$ cat config.mk
export PLATFORM = sky130hd
export DESIGN_NAME = pc_unit
export DESIGN_NICKNAME = d
export VERILOG_FILES = /design/src/rtl/pc_pkg.sv /design/src/rtl/pc_incr.sv /design/src/rtl/pc_unit.sv
export SDC_FILE = /design/constraint.sdc
export NUM_CORES = 1
export LEC_CHECK = 0
export ABC_AREA = 1
export CAP_MARGIN = 5
export CORE_UTILIZATION = 42
export CTS_CLUSTER_DIAMETER = 200
export DETAILED_ROUTE_END_ITERATION = 7
export HOLD_SLACK_MARGIN = 0.08
export PLACE_DENSITY_LB_ADDON = 0.2
export SYNTH_ARGS = -nofsm -noshare
export SYNTH_HDL_FRONTEND = slang
export SYNTH_SLANG_ARGS = --single-unit
$ cat constraint.sdc
create_clock -name clk -period 2.25 [get_ports clk]
set_clock_uncertainty 0.1 [all_clocks]
set_input_delay 0.3375 -clock clk [delete_from_list [all_inputs] [get_ports clk]]
set_output_delay 0.3375 -clock clk [all_outputs]
set_load 0.01 [all_outputs]
$ cat src/rtl/pc_pkg.sv
// rtl/pc_pkg.sv - shared types and constants for the PC unit
// Purpose: redirect source encoding (also its priority), default vectors and
//          the pending-redirect entry stored while the pipeline is stalled.
// Ports:   none (package).
package pc_pkg;

    // Source code doubles as priority: a larger value wins arbitration.
    typedef enum logic [2:0] {
        SRC_NONE = 3'd0,
        SRC_BR   = 3'd1,
        SRC_JMP  = 3'd2,
        SRC_ERET = 3'd3,
        SRC_EXC  = 3'd4
    } pc_src_e;

    localparam logic [31:0] PC_DEF_RESET_VECTOR = 32'h0040_0000;
    localparam logic [31:0] PC_DEF_EXC_VECTOR   = 32'h0040_0004;

    // The stored target is sized for the widest supported PC (XLEN <= 64).
    // Narrower instances zero-extend on write and truncate on read.
    localparam int PC_TGT_W = 64;

    typedef struct packed {
        pc_src_e               src;
        logic [PC_TGT_W-1:0]   target;
    } pend_t;

endpackage

$ cat src/rtl/pc_incr.sv
// rtl/pc_incr.sv - combinational sequential-PC adder
// Purpose: pc_plus_o = pc_i + INSTR_BYTES, modulo 2^XLEN, no carry out.
//          Shared with the link-address logic.
// Ports:   pc_i      current PC
//          pc_plus_o next sequential PC
module pc_incr #(
    parameter int XLEN        = 32,
    parameter int INSTR_BYTES = 4
) (
    input  logic [XLEN-1:0] pc_i,
    output logic [XLEN-1:0] pc_plus_o
);

    assign pc_plus_o = pc_i + XLEN'(INSTR_BYTES);

endmodule

$ cat src/rtl/pc_unit.sv
// rtl/pc_unit.sv - architectural PC register with redirect arbitration
// Purpose: selects the next PC from sequential increment, branch, jump,
//          eret and exception; holds on stall and remembers the strongest
//          redirect seen during a stall in a one-entry buffer.
// Ports:   clk, rst (sync, active-high)
//          stall                 hold PC this cycle
//          br_taken/br_target    conditional branch redirect
//          jmp/jmp_target        jump redirect
//          exc                   exception, target EXC_VECTOR
//          eret/epc              return from exception
//          pc, pc_plus           current PC and PC + INSTR_BYTES
//          redirect_pending      buffered redirect waiting for un-stall
//          misalign              one-cycle pulse after an unaligned target
module pc_unit
    import pc_pkg::*;
#(
    parameter int              XLEN         = 32,
    parameter int              INSTR_BYTES  = 4,
    parameter logic [XLEN-1:0] RESET_VECTOR = XLEN'(PC_DEF_RESET_VECTOR),
    parameter logic [XLEN-1:0] EXC_VECTOR   = XLEN'(PC_DEF_EXC_VECTOR)
) (
    input  logic            clk,
    input  logic            rst,
    input  logic            stall,
    input  logic            br_taken,
    input  logic [XLEN-1:0] br_target,
    input  logic            jmp,
    input  logic [XLEN-1:0] jmp_target,
    input  logic            exc,
    input  logic            eret,
    input  logic [XLEN-1:0] epc,
    output logic [XLEN-1:0] pc,
    output logic [XLEN-1:0] pc_plus,
    output logic            redirect_pending,
    output logic            misalign
);

    // Low address bits that must be zero for an aligned instruction fetch.
    localparam logic [XLEN-1:0] LOW_MASK = XLEN'(INSTR_BYTES - 1);

    logic [XLEN-1:0] pc_q, pc_d;
    pend_t           pend_q, pend_d;
    logic            misalign_q, misalign_d;

    pc_src_e         live_src, win_src;
    logic [XLEN-1:0] live_tgt, win_tgt;

    pc_incr #(
        .XLEN        (XLEN),
        .INSTR_BYTES (INSTR_BYTES)
    ) u_incr (
        .pc_i      (pc_q),
        .pc_plus_o (pc_plus)
    );

    // Highest-priority redirect requested this cycle.
    always_comb begin
        live_src = SRC_NONE;
        live_tgt = pc_plus;
        if (exc) begin
            live_src = SRC_EXC;
            live_tgt = EXC_VECTOR;
        end else if (eret) begin
            live_src = SRC_ERET;
            live_tgt = epc;
        end else if (jmp) begin
            live_src = SRC_JMP;
            live_tgt = jmp_target;
        end else if (br_taken) begin
            live_src = SRC_BR;
            live_tgt = br_target;
        end
    end

    // Buffered entry only wins when strictly stronger; ties go to the live
    // request since it reflects the newer pipeline state.
    always_comb begin
        win_src    = live_src;
        win_tgt    = live_tgt;
        pc_d       = pc_q;
        pend_d     = pend_q;
        misalign_d = 1'b0;

        if (pend_q.src > live_src) begin
            win_src = pend_q.src;
            win_tgt = XLEN'(pend_q.target);
        end

        if (!stall) begin
            pend_d = '0;
            if (win_src != SRC_NONE) begin
                pc_d       = win_tgt & ~LOW_MASK;
                misalign_d = |(win_tgt & LOW_MASK);
            end else begin
                pc_d = pc_plus;
            end
        end else if (win_src != SRC_NONE) begin
            // Rewriting with the winner keeps a stronger older entry intact
            // and lets an equal or stronger live request replace it.
            pend_d.src    = win_src;
            pend_d.target = PC_TGT_W'(win_tgt);
        end
    end

    always_ff @(posedge clk) begin
        if (rst) begin
            pc_q       <= RESET_VECTOR;
            pend_q     <= '0;
            misalign_q <= 1'b0;
        end else begin
            pc_q       <= pc_d;
            pend_q     <= pend_d;
            misalign_q <= misalign_d;
        end
    end

    assign pc               = pc_q;
    assign redirect_pending = (pend_q.src != SRC_NONE);
    assign misalign         = misalign_q;

endmodule

==> results.json, run 1 <==
{
  "outcome": "complete, but fails checks",
  "final_common_cell": "nand2_1",
  "core_area_um2": 11030,
  "worstPathArrival_ns": 1.99,
  "multi_input_area_um2": 3432,
  "topRoutingLayerUsed": "met4",
  "ir_worst_vdd_mv": 0.3382,
  "n_antenna_cell": 0,
  "route.detailed.drc": 0,
  "start_util": 0.4374,
  "die_area_um2": 11920,
  "slew_headroom": 0.6141,
  "worst_slew_pin_slew_ns": 0.5788,
  "numClockSinks": 66,
  "fin_cells": 1292,
  "clk_pin_slew_ns": 0.05,
  "synth_edf_count": 0,
  "grt.total_usage": 0.3310,
  "startpoint_type": "flip-flop",
  "first_iter_violations": 608,
  "yosysTopAreaCell": "dfxtp_1",
  "fill_cells": 776,
  "cts_max_level": 3,
  "seqCellArea_um2": 1339,
  "synth_top_family_by_area": "simple AND/OR/NAND/NOR gates",
  "drive_gt1_frac": 0.2865,
  "wirelength_um": 22580,
  "dp_hpwl_um": 12850,
  "worstPathCellList": "nand2_1 > nor2_1 > nand2_1 > inv_1 > nand2_4 > buf_6 > inv_4 > nand2_2 > nand2_2 > nand2_2 > inv_2 > buf_6",
  "route.vias.total": 7044,
  "wl_met3_um": 1919,
  "dr.pass1.iters": 5,
  "synth_area_um2": 4825,
  "setup_violations": 13,
  "synth-seq-cells": 66,
  "post-route-period-util": 1.079,
  "p_per_area_nw_per_um2": 523.0,
  "synthArstFlopShare": 0,
  "final_max_slew_viol_count": 0,
  "required_ns": 1.81,
  "cts_tree": "yes",
  "antenna_found_initial": 0,
  "cts_buffers": 9,
  "avgSynthCellArea_um2": 5.696,
  "ys_seq_area_frac": 0.2739,
  "yosysWarnings": 0,
  "hold_violations": 0,
  "synth_compound_area_frac": 0.1948,
  "cts.path.max_buffers": 2,
  "violations": "negative setup slack",
  "fin_crit_ns": 2.427,
  "muxShareOfSynthArea": 0,
  "power_leakage_nw": 4.039,
  "p_total_w": 0.004487,
  "critPathCaptureType": "output pin",
  "timing.final.ws_setup_ns": -0.1773,
  "num_rows": 38,
  "drv_cap": 0,
  "ioPinCount": 169,
  "gr-total-overflow": 0,
  "synth_top_cells_by_area": "dfxtp_1 27%, nand2_1 24%, nor2_1 8.0%",
  "cp_common_cell": "nand2_2",
  "synth_top_area_share": 0.2739,
  "fmax_mhz": 412.0,
  "clkLatencyLatePin_ns": 0.34,
  "cp_top_family": "simple AND/OR/NAND/NOR gates",
  "layout_common_cells": "271 x nand2_1, 141 x buf_4, 132 x clkdlybuf4s50_1",
  "routed_via_density": 5.452,
  "grt_pass1_wl_um": 30350,
  "rsz0062_at_grt": "yes",
  "die_h_um": 109.2,
  "synth_cell_types": 37,
  "wirelength_met1_um": 8731,
  "portBuffers": 164,
  "antenna_left": 0,
  "holdCritPathClass": "reg2reg",
  "cts_root_buf": "clkbuf_16",
  "synthFlopType": "dfxtp_1",
  "area_delta_synth_final_pct": 77.85,
  "wl_met2_um": 10710,
  "synth_xor_area_frac": 0.02879,
  "grt_pass1_vias": 6241,
  "path_buf_inv": 5,
  "synthAdderAreaFrac": 0.01037,
  "postSynthCellCount": 847,
  "preCtsSetupSlack_ns": -0.5805,
  "gp_congestion": 0.9075,
  "numPlacedInstances": 1239,
  "dieWidth_um": 109.2,
  "wl_per_cell_um": 17.47,
  "critPathKind": "reg2out",
  "crit_path_max_fanout": 3,
  "slowest_stage": "dfxtp_1",
  "nNetsFinal": 1254,
  "grt_max_degree": 52,
  "synth-simple-area-share": 0.3747,
  "slowest_delay_ns": 0.40
}
sequential cells by signal, indices dropped and copies added (netlist names):
name,flops
misalign,1
pc,30
pend_q,35
metal layers:
layer	up-vias	GRT usage
met3	115	0.04304
met4	0	0.1552
met1	3209	0.4096
met2	446	0.5669
met5	-	0
li1	3274	-
per-stage QoR:
stage / hold slack (ns) / utilization / area, um^2 / setup TNS, ns
2_1_floorplan: 0.3393 / - / 4867 / 0
3_3_place_gp: 0.3496 / 0.6764 / 7461 / -31.15
3_5_place_dp: 0.3534 / 0.6764 / 7461 / -35.38
4_1_cts: 0.3620 / 0.7363 / 8122 / -0.2989
5_1_grt: 0.3722 / 0.7779 / 8581 / -2.255
6_report: 0.3630 / 0.7779 / 8581 / -0.7401
report_power, final:
group          switching (W)  total [W]  internal [W]
logic               0.000947    0.00179      0.000847
clock network       0.000531    0.00136      0.000833
registers          0.0000738    0.00133       0.00126
total                0.00155    0.00449       0.00294
timing repair:
action	CTS	global route
buffers inserted	18	18
endpoints found under the setup margin	94	91
pin swaps	21	41
resized for setup	166	103
hold buffers	0	0
cloned	0	3
worst paths after layout:
check	startpoint	end	slack [ns]	cells after the start
setup / recovery	pc[17]$_SDFFE_PP0N_	pc_plus[25]	-0.18	12
setup reg to reg	pend_q[66]$_SDFFE_PP0P_	pc[12]$_SDFFE_PP0N_	-0.04	12
hold / removal	pend_q[27]$_SDFFE_PP0P_	pend_q[27]$_SDFFE_PP0P_	0.36	2
hold reg to reg	pend_q[27]$_SDFFE_PP0P_	pend_q[27]$_SDFFE_PP0P_	0.36	2
cell usage after synthesis (2+ instances only):
master      n
nand3b_1    2
buf_1       3
buf_2       9
o21ai_2     3
xor2_1      6
nand2_1   305
nand2_4     2
o21ai_1    11
nor2_1    103
o21ai_0    49
clkbuf_1   20
ha_1        4
inv_2       4
nor2_4      2
dfxtp_1    66
xnor2_1     8
o21bai_1    2
inv_1      89
nor2_2      3
a21oi_1    75
nand2_2     2
nand4_1     2
nand3_1    28
buf_4       9
o22ai_1    28
layout make-up:
| type | instances | area share |
|---|---|---|
| multi-input combinational | 648 | 0.4000 |
| timing repair buffer | 328 | 0.3467 |
| sequential | 66 | 0.1560 |
| inverter | 94 | 0.04374 |
| clock buffer | 14 | 0.03193 |
| tap | 140 | 0.02041 |
| clock inverter | 2 | 0.001167 |
worst register-to-register path, cell delays in order (launching register included):
cell and delay [ns]:
dfxtp_2 0.34, ha_4 0.29, nand2_1 0.07, o21ai_2 0.18, nand2_4 0.13, nand2_4 0.10
o21ai_4 0.08, nor2_8 0.17, nand2_8 0.10, buf_12 0.17, o21ai_0 0.19, inv_1 0.09
a21oi_1 0.18
cells by family (layout without fill, tap and decap cells):
family,count (synthesis),count (layout)
DFF,66,66
xor gates and xnor gates,15,15
AOI/OAI and AO/OA,173,173
buffers and inverters,136,438
and+or+nand+nor,452,452
other,1,4
adders and majority gates,4,4
No activity file was read; power rests on OpenSTA's default activity.
==> run 2: changes to the inputs <==
--- a/config.mk
+++ b/config.mk
@@ -12,6 +12,7 @@
 export DETAILED_ROUTE_END_ITERATION = 7
 export HOLD_SLACK_MARGIN = 0.08
 export PLACE_DENSITY_LB_ADDON = 0.2
+export SETUP_SLACK_MARGIN = 0.2
 export SYNTH_ARGS = -nofsm -noshare
 export SYNTH_HDL_FRONTEND = slang
 export SYNTH_SLANG_ARGS = --single-unit
==> results.json, run 2 (synthesis gave the netlist of run 1 again) <==
{
  "outcome": "complete, but fails checks",
  "violations": "negative setup slack",
  "dieWidth_um": 109.2,
  "grt_pass1_wl_um": 33410,
  "ir_worst_vdd_mv": 0.4581,
  "grt_max_degree": 52,
  "placedInstanceArea_um2": 7460,
  "die_area_um2": 11920,
  "setup_violations": 20,
  "area_delta_synth_final_pct": 95.70,
  "required_ns": 1.81,
  "slowest_delay_ns": 0.37,
  "fin_area_um2": 9442,
  "path_depth": 11,
  "slowest_stage": "dfxtp_4",
  "slew_headroom": 0.5967,
  "grt_pass1_vias": 6871,
  "antenna_found_initial": 0,
  "num_rows": 38,
  "fin_crit_ns": 2.337,
  "wirelength_um": 26630,
  "reg2reg_slack_ns": -0.07,
  "whs_endpoint": "pend_q[25]$_SDFFE_PP0P_",
  "route.vias.total": 7610,
  "clk_pin_slew_ns": 0.06,
  "cp_top_family": "simple AND/OR/NAND/NOR gates",
  "drive_gt1_frac": 0.4091,
  "clkLatencyLatePin_ns": 0.35,
  "seqPwrFrac": 0.255,
  "fmax_mhz": 427.9,
  "portBuffers": 164,
  "grt.total_usage": 0.3644,
  "holdCritPathClass": "reg2reg",
  "drv_cap": 0,
  "cts_root_buf": "clkbuf_16",
  "regMostFlops": "pend_q",
  "fin_cells": 1289,
  "layout_common_cells": "219 x nand2_1, 132 x clkdlybuf4s50_1, 126 x buf_4",
  "startpoint_type": "flip-flop",
  "dr.pass1.iters": 6,
  "cts_tree": "yes",
  "power_leakage_nw": 4.376,
  "antenna_left": 0,
  "timing.final.ws_setup_ns": -0.08707,
  "min-delay-start": "pend_q[25]$_SDFFE_PP0P_",
  "n_antenna_cell": 0,
  "r2r-end": "pend_q[21]$_SDFFE_PP0P_",
  "hold_violations": 0,
  "switchingPower_w": 0.001942,
  "first_iter_violations": 908,
  "wl_per_cell_um": 20.66,
  "start_util": 0.4374,
  "p_per_area_nw_per_um2": 559.5,
  "preCtsSetupSlack_ns": -0.6213,
  "worst_slew_pin_slew_ns": 0.6050,
  "cts.path.max_buffers": 2,
  "cts_buffers": 9,
  "post-route-period-util": 1.039,
  "reg2regPathDepth": 16,
  "route.detailed.drc": 0,
  "critPathCaptureType": "output pin",
  "intPower_w": 0.003341,
  "rsz0062_at_grt": "yes",
  "die_h_um": 109.2,
  "finalSetupTns_ns": -0.8605,
  "reg2reg_from": "pc[3]$_SDFFE_PP0N_",
  "final_common_cell": "nand2_1",
  "fill_cells": 586,
  "crit_path_max_fanout": 4,
  "swShare": 0.3676,
  "worstPathArrival_ns": 1.90,
  "power_frac_clock": 0.297,
  "numClockSinks": 66,
  "core_area_um2": 11030,
  "hold_depth": 2,
  "pwr-share-comb": 0.448,
  "critPathKind": "reg2out",
  "nNetsFinal": 1252,
  "gr-total-overflow": 0,
  "cts_max_level": 3,
  "numPlacedInstances": 1239,
  "ioPinCount": 169,
  "ctsHoldBuffers": 0,
  "dp_hpwl_um": 13130,
  "gp_congestion": 0.9122,
  "largest_reg_flops": 35,
  "final_max_slew_viol_count": 0,
  "worstPathCellList": "buf_6 > nand2_4 > nor2_4 > buf_6 > nand3_4 > nor2_4 > nand3_1 > nand2_2 > nand2_2 > inv_2 > buf_2",
  "path_buf_inv": 4,
  "routed_via_density": 5.904
}
==> run 2: cell types whose count changed in the layout (fill, tap and decap cells not counted), moves of 11 or more <==
cell | before | now
a21oi_1 | 72 | 15
nand2_1 | 271 | 219
a21oi_2 | 4 | 54
nand2_4 | 10 | 40
nand2_2 | 27 | 46
buf_4 | 141 | 126
buf_6 | 19 | 31
o21ai_2 | 2 | 13
==> run 2: power groups by stage <==
stage	logic (W)	registers [W]	clock network [W]
floorplan	0.000722	0.00137	0
global placement	0.00153	0.00133	0
detailed placement	0.00155	0.00134	0
CTS	0.00190	0.00132	0.00152
global route	0.00246	0.00135	0.00160
finish	0.00236	0.00135	0.00157
==> run 2: metal layers <==
metal,GRT usage,up-vias,share of wire
li1,-,3275,-
met1,0.4264,3491,0.36
met4,0.1886,0,0.074
met3,0.06695,205,0.10
met5,0,-,0
met2,0.6312,639,0.46
==> run 2: final cells by class <==
| type | instances | area (um^2) | area share |
|---|---|---|---|
| inverter | 94 | 372.9 | 0.03949 |
| timing repair buffer | 326 | 3080 | 0.3263 |
| clock inverter | 5 | 78.83 | 0.008349 |
| multi-input combinational | 648 | 4149 | 0.4394 |
| clock buffer | 10 | 239.0 | 0.02531 |
| tap | 140 | 175.2 | 0.01855 |
| sequential | 66 | 1346 | 0.1426 |
==> run 2: worst reg2reg max path, cell delays in order (launching register included) <==
cell	delay [ns]
dfxtp_4	0.37
buf_6	0.11
nand2_4	0.05
nor2_4	0.19
nand2_4	0.11
nor2_4	0.17
buf_6	0.16
nand3b_1	0.16
buf_4	0.19
buf_6	0.10
nand3_2	0.05
nand2_1	0.05
nand2_1	0.05
nand2_1	0.07
nand2_1	0.09
nand2_2	0.07
a21oi_2	0.15
==> run 2: metrics by stage <==
stage               utilization  total power, W  hold WS, ns
floorplan                     -        0.002088       0.3392
global placement         0.6763        0.002868       0.3468
detailed placement       0.6763        0.002882       0.3506
CTS                      0.7819        0.004736       0.3617
global route             0.8559        0.005409       0.3847
finish                   0.8559        0.005282       0.3772
==> run 2: how the worst max path moves through the flow <==
| stage | from | slack (ns) | end |
|---|---|---|---|
| floorplan | eret | 0.0005 | pc[10]$_SDFFE_PP0N_ |
| global placement | eret | -0.56 | pc[7]$_SDFFE_PP0N_ |
| detailed placement | eret | -0.62 | pc[7]$_SDFFE_PP0N_ |
| CTS | pc[3]$_SDFFE_PP0N_ | -0.03 | pc_plus[29] |
| global route | pc[9]$_SDFFE_PP0N_ | -0.13 | pend_q[21]$_SDFFE_PP0P_ |
| finish | pc[3]$_SDFFE_PP0N_ | -0.09 | pc_plus[27] |
==> run 2: what timing repair did <==
action                     in CTS  in global routing
setup endpoints to repair      94                 93
buffers inserted               21                  7
pin swaps                      73                 74
resized for setup             292                213
cloned                          6                  1
==> run 3: changes to the inputs <==
--- a/config.mk
+++ b/config.mk
@@ -5,7 +5,6 @@
 export SDC_FILE = /design/constraint.sdc
 export NUM_CORES = 1
 export LEC_CHECK = 0
-export ABC_AREA = 1
 export CAP_MARGIN = 5
 export CORE_UTILIZATION = 42
 export CTS_CLUSTER_DIAMETER = 200
==> constraint.sdc (replaced) <==
create_clock -name clk -period 2 [get_ports clk]
set_clock_uncertainty 0.1 [all_clocks]
set_input_delay 0.3 -clock clk [delete_from_list [all_inputs] [get_ports clk]]
set_output_delay 0.3 -clock clk [all_outputs]
set_load 0.01 [all_outputs]
==> results.json, run 3 <==
{
  "placedInstanceArea_um2": 8617,
  "numClockSinks": 66,
  "stop_stage": "global routing",
  "gr-total-overflow": 9,
  "portBuffers": 164,
  "ctsHoldBuffers": 0,
  "synthArstFlopShare": 0,
  "outcome": "aborted with a tool error",
  "error": "[ERROR GRT-0232] Routing congestion too high. Check the congestion heatmap in the GUI.",
  "grt_max_degree": 29,
  "die_h_um": 112.0,
  "synth_cell_types": 84,
  "ys_seq_area_frac": 0.2600,
  "num_rows": 39,
  "yosys-top-cells-count": "66 x dfxtp_1, 62 x nand2_1, 50 x a21oi_1, 50 x nor2_1, 48 x o21ai_0",
  "synth_most_common_cell": "dfxtp_1",
  "cts.path.max_buffers": 2,
  "gp_congestion": 0.9857,
  "synth_top_area_share": 0.2600,
  "avgSynthCellArea_um2": 7.441,
  "yosysWarnings": 0,
  "postSynthCellCount": 683,
  "synth_top_cells_by_area": "dfxtp_1 26%, a21oi_1 4.9%, o21ai_0 4.7%",
  "dp_hpwl_um": 19850,
  "grt.total_usage": 0.7601,
  "cts_max_level": 3,
  "ioPinCount": 169,
  "start_util": 0.4376,
  "synth-seq-cells": 66,
  "worstEndpointGrtRepair": "pc_plus[29]",
  "cts_buffers": 9,
  "synth_area_um2": 5082,
  "synthFlopType": "dfxtp_1",
  "synth_edf_count": 0,
  "yosysTopAreaCell": "dfxtp_1",
  "dieWidth_um": 112.0,
  "cts_root_buf": "clkbuf_16",
  "endpoint_type": "top-level output"
}
==> run 3: cell types whose count changed after synthesis, sizes merged, moves of 12 or more <==
cell    delta
inv       -72
o21ai     -12
nor2      -59
a21oi     -25
nand4     +17
o211ai    +12
nor3      +18
a211oi    +18
clkbuf    +12
nand2    -247
==> run 3: cell families after synthesis <==
group,count (synthesis),share of synthesized area
adders and majority gates,4,0.009848
AOI/OAI and AO/OA,263,0.3557
xor gates and xnor gates,17,0.02930
muxes,5,0.01034
and+or+nand+nor,240,0.2568
DFF,66,0.2600
buffers and inverters,87,0.07730
other,1,0.0007378
==> run 3: metrics by stage <==
step           setup slack, ns  utilization  std cells
4_1_cts                -0.5243       0.9012       1239
3_3_place_gp            -1.014       0.7420       1153
3_5_place_dp            -1.091       0.7420       1153
2_1_floorplan          -0.6661            -        686
==> run 3: timing repair <==
item                                    CTS
pin swaps                                95
cloned                                    6
gates resized for setup                 336
setup buffers                            64
endpoints found under the setup margin  111
==> run 3: routing by layer <==
layer	overflow	global-route usage
met1	0	0.7713
met2	3	0.9404
met3	0	0.5716
met4	6	0.7822
met5	0	0.1843
==> run 4: changes to the inputs <==
--- a/config.mk
+++ b/config.mk
@@ -6,12 +6,9 @@
 export NUM_CORES = 1
 export LEC_CHECK = 0
 export CAP_MARGIN = 5
-export CORE_UTILIZATION = 42
-export CTS_CLUSTER_DIAMETER = 200
+export CORE_UTILIZATION = 37
 export DETAILED_ROUTE_END_ITERATION = 7
-export HOLD_SLACK_MARGIN = 0.08
-export PLACE_DENSITY_LB_ADDON = 0.2
-export SETUP_SLACK_MARGIN = 0.2
+export PLACE_DENSITY_LB_ADDON = 0.15
 export SYNTH_ARGS = -nofsm -noshare
 export SYNTH_HDL_FRONTEND = slang
 export SYNTH_SLANG_ARGS = --single-unit
==> constraint.sdc (replaced) <==
create_clock -name clk -period 2.6 [get_ports clk]
set_clock_uncertainty 0.1 [all_clocks]
set_input_delay 0.39 -clock clk [delete_from_list [all_inputs] [get_ports clk]]
set_output_delay 0.39 -clock clk [all_outputs]
set_load 0.01 [all_outputs]
==> results.json, run 4 <==
{
  "outcome": "complete, but fails checks",
  "violations": "negative setup slack",
  "fmax_mhz": 376.8,
  "drive_gt1_frac": 0.3343,
  "postSynthCellCount": 683,
  "synthArstFlopShare": 0,
  "required_ns": 2.11,
  "yosys-top-cells-count": "66 x dfxtp_1, 62 x nand2_1, 50 x a21oi_1, 50 x nor2_1, 48 x o21ai_0",
  "wl_met2_um": 11740,
  "synth_top_area_share": 0.2600,
  "n_antenna_cell": 0,
  "avgSynthCellArea_um2": 7.441,
  "p_total_w": 0.004377,
  "ioPinCount": 169,
  "ir_worst_vdd_mv": 0.4138,
  "startpoint_type": "flip-flop",
  "worst_slew_pin_slew_ns": 0.5689,
  "timing.final.ws_setup_ns": -0.05391,
  "nNetsFinal": 1116,
  "synth-seq-cells": 66,
  "final_common_cell": "buf_4",
  "layout_common_cells": "197 x buf_4, 136 x clkdlybuf4s50_1, 58 x nand2_1",
  "synthFlopType": "dfxtp_1",
  "synth_xor_area_frac": 0.02930,
  "regMostFlops": "pend_q",
  "post-route-period-util": 1.021,
  "wl_per_cell_um": 21.77,
  "grt_pass1_wl_um": 39020,
  "route.detailed.drc": 0,
  "holdCritPathClass": "reg2reg",
  "grt_max_degree": 48,
  "wirelength_met1_um": 10580,
  "grt.total_usage": 0.3631,
  "ctsHoldBuffers": 0,
  "power_leakage_nw": 3.782,
  "dr.pass1.iters": 6,
  "seqCellArea_um2": 1338,
  "synth_compound_area_frac": 0.3557,
  "core_area_um2": 13300,
  "antenna_found_initial": 0,
  "slew_headroom": 0.6194,
  "dp_hpwl_um": 19360,
  "clk_pin_slew_ns": 0.06,
  "synth_top_cells_by_area": "dfxtp_1 26%, a21oi_1 4.9%, o21ai_0 4.7%",
  "portBuffers": 164,
  "cts_buffers": 9,
  "drv_cap": 0,
  "muxShareOfSynthArea": 0.01034,
  "cts.path.max_buffers": 2,
  "dieWidth_um": 119.2,
  "synth_most_common_cell": "dfxtp_1",
  "hold_depth": 2,
  "start_util": 0.3823,
  "cts_max_level": 3,
  "route.vias.total": 7210,
  "gr-total-overflow": 0,
  "die_h_um": 119.2,
  "antenna_left": 0,
  "hold_violations": 0,
  "rsz0062_at_grt": "yes",
  "critPathCaptureType": "output pin",
  "synth_cell_types": 84,
  "numClockSinks": 66,
  "setup_violations": 3,
  "routed_via_density": 6.059,
  "crit_path_max_fanout": 3,
  "synthAdderAreaFrac": 0.009847,
  "topRoutingLayerUsed": "met4",
  "final_util": 0.6833,
  "p_per_area_nw_per_um2": 481.8,
  "cts_tree": "yes",
  "synth-simple-area-share": 0.2568,
  "reg2regPathDepth": 9,
  "multi_input_area_um2": 3791,
  "yosysWarnings": 0,
  "worstPathArrival_ns": 2.16,
  "ys_seq_area_frac": 0.2600,
  "fin_crit_ns": 2.654,
  "synth_area_um2": 5082,
  "first_iter_violations": 835,
  "yosysTopAreaCell": "dfxtp_1",
  "synth_edf_count": 0,
  "die_area_um2": 14210,
  "synth_top_family_by_area": "compound AO/OA/AOI/OAI gates",
  "num_rows": 42,
  "final_max_slew_viol_count": 0,
  "largest_reg_flops": 35,
  "gp_congestion": 0.9413,
  "critPathKind": "reg2out",
  "area_delta_synth_final_pct": 78.75,
  "preCtsSetupSlack_ns": -0.7309,
  "grt_pass1_vias": 7060,
  "wirelength_um": 25910,
  "clkLatencyLatePin_ns": 0.35,
  "cts_root_buf": "clkbuf_16",
  "fill_cells": 1112,
  "wl_met3_um": 2677
}
==> run 4: routing by layer <==
| layer | vias up | track usage |
|---|---|---|
| li1 | 3252 | - |
| met1 | 3445 | 0.4565 |
| met2 | 446 | 0.5752 |
| met3 | 67 | 0.1011 |
| met4 | 0 | 0.1622 |
| met5 | - | 0 |
==> run 4: critical path, cell delays in order, from the launching register on <==
cell and delay [ns]:
dfxtp_4 0.37, ha_4 0.14, and4_4 0.25, nand4_4 0.15, buf_12 0.18, buf_6 0.10, or4_4 0.42, nand2_1 0.08
buf_2 0.13
==> run 4: cell type report <==
type                    instances  area share
clock buffers                  11     0.02672
clock inverters                 5     0.01377
inverters                      23    0.009641
multi-input cells             533      0.4173
flip-flops and latches         66      0.1472
well taps                     176     0.02424
repair buffers                376      0.3611
==> run 4: per-stage QoR <==
step | instance area (um^2) | setup TNS (ns) | std cells | hold slack, ns
4_1_cts | 8861 | -0.2564 | 1181 | 0.3552
3_3_place_gp | 8088 | -28.87 | 1140 | 0.3377
2_1_floorplan | 5295 | -3.542 | 686 | 0.3319
3_5_place_dp | 8088 | -32.25 | 1140 | 0.3479
5_1_grt | 9085 | -0.2651 | 1190 | 0.3782
6_report | 9085 | -0.09778 | 1190 | 0.3546
==> run 4: cell families (layout without fill, tap and decap cells) <==
group / after synthesis / in the layout
fa+ha+maj: 4 / 4
xor+xnor: 17 / 17
buf+inv: 87 / 415
flops: 66 / 66
other cells: 1 / 4
compound gates: 263 / 263
mux: 5 / 5
simple gates: 240 / 240
==> run 4: power by group <==
part	leakage (nW)	switching, W	internal [W]
Sequential	0.543	0.0000655	0.00109
Combinational	3.06	0.000844	0.000833
Clock	0.180	0.000486	0.00106
Total	3.78	0.00139	0.00298
==> run 4: path summary, 6_finish.rpt <==
check / startpoint / end / slack, ns
max: pc[2]$_SDFFE_PP0N_ / pc_plus[24] / -0.05
min: pend_q[31]$_SDFFE_PP0P_ / pend_q[31]$_SDFFE_PP0P_ / 0.35
max reg2reg: pc[2]$_SDFFE_PP0N_ / pc[8]$_SDFFE_PP0N_ / 0.09
min reg2reg: pend_q[31]$_SDFFE_PP0P_ / pend_q[31]$_SDFFE_PP0P_ / 0.35
==> run 4: timing repair <==
| action | in CTS | in global routing |
|---|---|---|
| buffers inserted | 25 | 9 |
| resized for setup | 108 | 41 |
| gates cloned | 0 | 0 |
| setup endpoints to repair | 83 | 48 |
| pin swaps | 27 | 16 |
